--- config.mk ---
export PLATFORM = sky130hd
export DESIGN_NAME = stream_mux_rr
export DESIGN_NICKNAME = d
export VERILOG_FILES = /design/src/rtl/stream_mux_pkg.sv /design/src/rtl/rr_arbiter.sv /design/src/rtl/stream_mux_rr.sv
export SDC_FILE = /design/constraint.sdc
export NUM_CORES = 1
export LEC_CHECK = 0
export CAP_MARGIN = 20
export CORE_UTILIZATION = 46
export DETAILED_ROUTE_END_ITERATION = 10
export PLACE_DENSITY = 0.8
export REMOVE_ABC_BUFFERS = 1
export SYNTH_ARGS = -nofsm -noshare
export SYNTH_HDL_FRONTEND = slang
export SYNTH_SLANG_ARGS = --single-unit
--- constraint.sdc ---
create_clock -name clk -period 8.66 [get_ports clk]
set_input_delay 2.598 -clock clk [delete_from_list [all_inputs] [get_ports clk]]
set_output_delay 2.598 -clock clk [all_outputs]
set_load 0.02 [all_outputs]
--- src/rtl/stream_mux_pkg.sv ---
// Shared types and helpers for the round-robin stream multiplexer.
package stream_mux_pkg;

    typedef enum logic {
        IDLE   = 1'b0,
        LOCKED = 1'b1
    } state_t;

    // Channel index width; a single channel still needs one select bit.
    function automatic int sel_w_f(input int n);
        return (n > 1) ? $clog2(n) : 1;
    endfunction

    // Pointer value after reset: the last channel, so the search starts at channel 0.
    function automatic int rst_ptr_f(input int n);
        return n - 1;
    endfunction

endpackage

--- src/rtl/rr_arbiter.sv ---
// Combinational round-robin arbiter: searches ptr+1, ptr+2, ... (mod N_CH)
// and returns the first requesting channel.
module rr_arbiter #(
    parameter int N_CH  = 8,
    parameter int SEL_W = 3
) (
    input  logic [N_CH-1:0]  req,
    input  logic [SEL_W-1:0] ptr,
    output logic             grant_valid,
    output logic [SEL_W-1:0] grant_idx
);

    logic [SEL_W-1:0] idx;

    always_comb begin
        grant_valid = 1'b0;
        grant_idx   = '0;
        idx         = ptr;
        for (int i = 0; i < N_CH; i++) begin
            idx = (idx == SEL_W'(N_CH - 1)) ? '0 : idx + SEL_W'(1);
            if (!grant_valid && req[idx]) begin
                grant_valid = 1'b1;
                grant_idx   = idx;
            end
        end
    end

endmodule

--- src/rtl/stream_mux_rr.sv ---
// N_CH:1 packet-aware stream multiplexer with round-robin or fixed selection
// and a registered output stage.
module stream_mux_rr
    import stream_mux_pkg::*;
#(
    parameter  int N_CH  = 8,
    parameter  int WIDTH = 8,
    localparam int SEL_W = sel_w_f(N_CH)
) (
    input  logic                  clk,
    input  logic                  rst,
    input  logic [N_CH*WIDTH-1:0] in_data,
    input  logic [N_CH-1:0]       in_valid,
    input  logic [N_CH-1:0]       in_last,
    output logic [N_CH-1:0]       in_ready,
    input  logic                  sel_mode,
    input  logic [SEL_W-1:0]      sel,
    output logic [WIDTH-1:0]      out_data,
    output logic                  out_valid,
    output logic                  out_last,
    output logic [SEL_W-1:0]      out_ch,
    input  logic                  out_ready,
    output state_t                state_dbg
);

    // Handshake: a beat moves on any interface only in a cycle where valid and
    // ready are both high at the rising edge; valid never waits on ready.

    localparam logic [SEL_W-1:0] RST_PTR = SEL_W'(rst_ptr_f(N_CH));

    state_t           state, state_nxt;
    logic [SEL_W-1:0] rr_ptr;
    logic [SEL_W-1:0] lock_ch;
    logic             load_en;
    logic             arb_vld;
    logic [SEL_W-1:0] arb_idx;
    logic             sel_vld;
    logic             grant_vld;
    logic [SEL_W-1:0] grant;
    logic             beat_vld;
    logic             beat_last;
    logic [WIDTH-1:0] beat_data;
    logic             xfer;

    assign load_en   = !out_valid || out_ready;
    assign state_dbg = state;

    rr_arbiter #(
        .N_CH  (N_CH),
        .SEL_W (SEL_W)
    ) u_arb (
        .req         (in_valid),
        .ptr         (rr_ptr),
        .grant_valid (arb_vld),
        .grant_idx   (arb_idx)
    );

    always_comb begin
        sel_vld   = 1'b0;
        grant     = '0;
        grant_vld = 1'b0;
        beat_vld  = 1'b0;
        beat_last = 1'b0;
        beat_data = '0;
        state_nxt = state;
        in_ready  = '0;

        // An out-of-range sel matches no channel, so it simply never grants.
        for (int c = 0; c < N_CH; c++) begin
            if (sel == SEL_W'(c)) sel_vld = in_valid[c];
        end

        case (state)
            IDLE: begin
                if (sel_mode) begin
                    grant     = sel;
                    grant_vld = sel_vld;
                end else begin
                    grant     = arb_idx;
                    grant_vld = arb_vld;
                end
            end
            LOCKED: grant = lock_ch;
            default: grant = '0;
        endcase

        for (int c = 0; c < N_CH; c++) begin
            if (grant == SEL_W'(c)) begin
                beat_vld  = in_valid[c];
                beat_last = in_last[c];
                beat_data = in_data[c*WIDTH +: WIDTH];
            end
        end
        if (state == LOCKED) grant_vld = beat_vld;

        // A locked channel sees ready whenever the output can load, valid or not.
        if (!rst && load_en && (grant_vld || state == LOCKED)) begin
            for (int c = 0; c < N_CH; c++) begin
                if (grant == SEL_W'(c)) in_ready[c] = 1'b1;
            end
        end

        xfer = grant_vld && load_en && !rst;
        if (xfer) state_nxt = beat_last ? IDLE : LOCKED;
    end

    always_ff @(posedge clk) begin
        if (rst) begin
            state     <= IDLE;
            rr_ptr    <= RST_PTR;
            lock_ch   <= '0;
            out_valid <= 1'b0;
            out_data  <= '0;
            out_last  <= 1'b0;
            out_ch    <= '0;
        end else begin
            state <= state_nxt;
            if (load_en) begin
                out_valid <= xfer;
                if (xfer) begin
                    out_data <= beat_data;
                    out_last <= beat_last;
                    out_ch   <= grant;
                end
            end
            if (xfer) begin
                if (beat_last) rr_ptr  <= grant;
                else           lock_ch <= grant;
            end
        end
    end

endmodule

==> impl_results.md, run 1 <==
* Status: complete, no violations
* Grt ovf at 0
* GRT Overall Usage at 29.23%
* DP HPWL at 8013 microns
* Crit-path slowest cell: clkdlybuf4s50_1
* Stages on worst setup path at 11
* Asr flop ratio synth at 0%
* Synth cell types at 63
* Post_cts resized at 0
* Cell Chain, Critical Path: clkdlybuf4s50_1 -> mux2_2 -> mux4_2 -> nor3b_4 -> and3_1 -> nand3_1 -> and3_1 -> nor2_2 -> nand2_1 -> nor2_1 -> clkdlybuf4s50_1
* Initial Util at 47.63%
* # hold bufs at CTS at 0
* Final setup viols at 0
* First-pass GRT wire length at 16520 microns
* Placed cells at 570
* Vias per Instance at 6.042
* Largest net degree at the start of global routing at 29
* Worst Clk Skew at 0.005305 ns
* Post-Route WL at 10010 microns
* CTS Buffer Depth at 2
* Critical Path AT at 5.83 ns
* CP bufs+invs at 2
* DR WL/cell at 17.43 microns
* Cells after synthesis at 387
* CTS tree: done
* WHS Path Cells at 2
* Register area share after synthesis at 13.24%
* Final WS setup at 0.2289 ns
* Critical path required time at 6.06 ns
* Max Slew Vio Count at 0
* Ports at 109
* Gp weighted congestion at 0.9380
* RSZ-0062 raised after global routing: false
* Final worst-path cycle share at 97.36%
* Primary FF master, synth: dfxtp_1
* Setup bufs post-CTS at 0
* MaxCap Viol Count at 0
* DIE AREA at 6902 sq um
* Synth warn at 0
* TritonRoute pass-1 iters at 5
* Initial antenna violation count at 0
* Synth Cell Area at 3024 sq um
* Post-route cell area at 4313 sq um
* Die X at 83.08 microns
* Worst Path Max Fanout at 7
* Non-filler cells, final at 574
* Clk Latency, worst-skew pair at 0.27 ns
* Yosys reg bits at 20
* Hold WC Path Type: reg -> reg
* Htree depth at 1
* Nets at 590
* DP Area at 4242 sq um
* # port buffers at 108
* CP Class: in -> out
* Slew Limit Headroom at 53.48%
* Die height at 83.08 microns
* Worst reg2reg path depth at 14
* Layout Area Growth over Synthesis at 42.61%
* Core area at 6350 sq um
* Initial DRC count at 200
* DP Worst Slack at 0.2846 ns
* Fraction of layout cells with a size suffix above 1 at 16.10%
* Largest stage delay, worst path at 0.61 ns
* Least-Margin Pin Slew at 0.6978 ns
* CTS Sinks at 20
* Vias in the first global route at 3441
* CTS Buf Count at 3
* Post-synth EDFFs at 0
* Vias at 3468
* # diodes at 0
* Post-route ant nets at 0
* # DRC at 0
* Clock transition at path regs at 0.08 ns
* CP top delay family: simple AND/OR/NAND/NOR gates
* Highest Clock Rate at 0.1186 GHz
* Startpoint types: input port
* Fin crit period at 8.431 ns
* Final hold viol count at 0
* Avg Inst Size Synth at 7.814 sq um
* Rows at 29
* Root buf cell: clkbuf_8
* CP endpoint kind: output pin
[final timing paths]
check / start / to / slack, ns
max: in_valid[4] / in_ready[3] / 0.23
min: out_ch[1]$_SDFFE_PP0P_ / out_ch[1]$_SDFFE_PP0P_ / 0.46
max reg2reg: rr_ptr[0]$_SDFFE_PP1P_ / rr_ptr[0]$_SDFFE_PP1P_ / 3.54
min reg2reg: out_ch[1]$_SDFFE_PP0P_ / out_ch[1]$_SDFFE_PP0P_ / 0.46
[cell usage in the layout, fill, tap and decap left out, types with 3 or more instances in the layout]
master,count
clkdlybuf4s50_1,108
a2bb2oi_1,5
mux2i_1,38
o211ai_1,3
o21ai_0,11
o21ai_2,3
buf_4,26
mux2_2,7
a31oi_1,11
or3_1,6
nand4_1,5
inv_1,9
nor2_1,31
o211ai_2,3
dfxtp_1,20
a21oi_1,26
o31ai_1,6
clkbuf_8,3
mux4_2,14
ha_1,5
and3_1,3
nand2_1,69
a311oi_2,3
nand3_1,34
[metrics by stage]
step | hold WS, ns | TNS, ns | utilization [%]
floorplan | 0.4350 | -0.5820 | -
global placement | 0.4453 | 0 | 66.80
detailed placement | 0.4510 | 0 | 66.80
CTS | 0.4651 | 0 | 67.92
global route | 0.4911 | 0 | 67.92
finish | 0.4630 | 0 | 67.92
[cell families (layout without fill, tap and decap cells)]
| kind of cell | Yosys count | in the layout | synth area share [%] |
|---|---|---|---|
| adders and majority gates | 5 | 5 | 2.069 |
| and+or+nand+nor | 159 | 159 | 24.04 |
| muxes | 60 | 60 | 26.11 |
| xor gates and xnor gates | 5 | 5 | 2.400 |
| buffers and inverters | 37 | 147 | 6.330 |
| AOI/OAI and AO/OA | 101 | 101 | 25.82 |
| DFF | 20 | 20 | 13.24 |
[worst register-to-register path, delay by kind of cell, from the launching register on]
kind,cells,cell delay [ns]
AO/OA/AOI/OAI,5,1.23
XOR/XNOR,2,0.91
adder cells (fa/ha/maj),2,0.97
buffers and inverters,1,0.31
flip-flops,1,0.37
multiplexers,2,1.02
AND/OR/NAND/NOR,2,0.25
[registers in the layout, indices dropped and copies added (netlist names)]
name,count
out_ch,3
lock_ch,3
out_valid,1
state_dbg,1
out_data,8
rr_ptr,3
out_last,1
[cell usage after synthesis (3+ instances only)]
cell	number	area, sq um
nand2_1	69	259.0
o31ai_1	6	45.04
o21ai_0	11	55.05
nor2_1	32	120.1
a2bb2oi_1	5	43.79
o211ai_1	3	22.52
a311oi_2	3	45.04
mux2_2	7	78.83
clkbuf_1	13	48.80
nand4_1	5	31.28
buf_2	6	30.03
ha_1	5	62.56
o21ai_2	3	26.28
a21oi_1	26	130.1
buf_6	5	56.30
or3_1	6	37.54
a31oi_1	11	68.82
and3_1	3	18.77
o211ai_2	3	37.54
dfxtp_1	20	400.4
mux4_2	14	315.3
nand3_1	34	170.2
inv_1	9	33.78
mux2i_1	38	380.4
[per-layer routing]
layer | track usage [%] | up-vias | routed length (microns)
met4 | 12.23 | 0 | 314
met3 | 3.380 | 23 | 627
met5 | 0 | - | 0
met1 | 35.62 | 1608 | 4050
met2 | 51.94 | 165 | 5014
li1 | - | 1672 | -
[area by class of cell]
class	instances	area, sq um
multi-input combinational	330	2435
clock buffer	3	41.29
tap	77	96.34
sequential	20	400.4
timing repair buffer	134	1276
clock inverter	1	30.03
fill	551	2037
inverter	9	33.78
Power of run 1 is left out: the tool's default activity adds up to more than one toggle a clock period on the data nets, which glitch-free logic cannot reach.
==> run 2, diff against run 1 <==
- CORE_MARGIN: not set -> 1
==> results of run 2 <==
Same layout as run 1: the final DEF is identical, and so are final timing and power.
Power of run 2 is left out for the same reason.
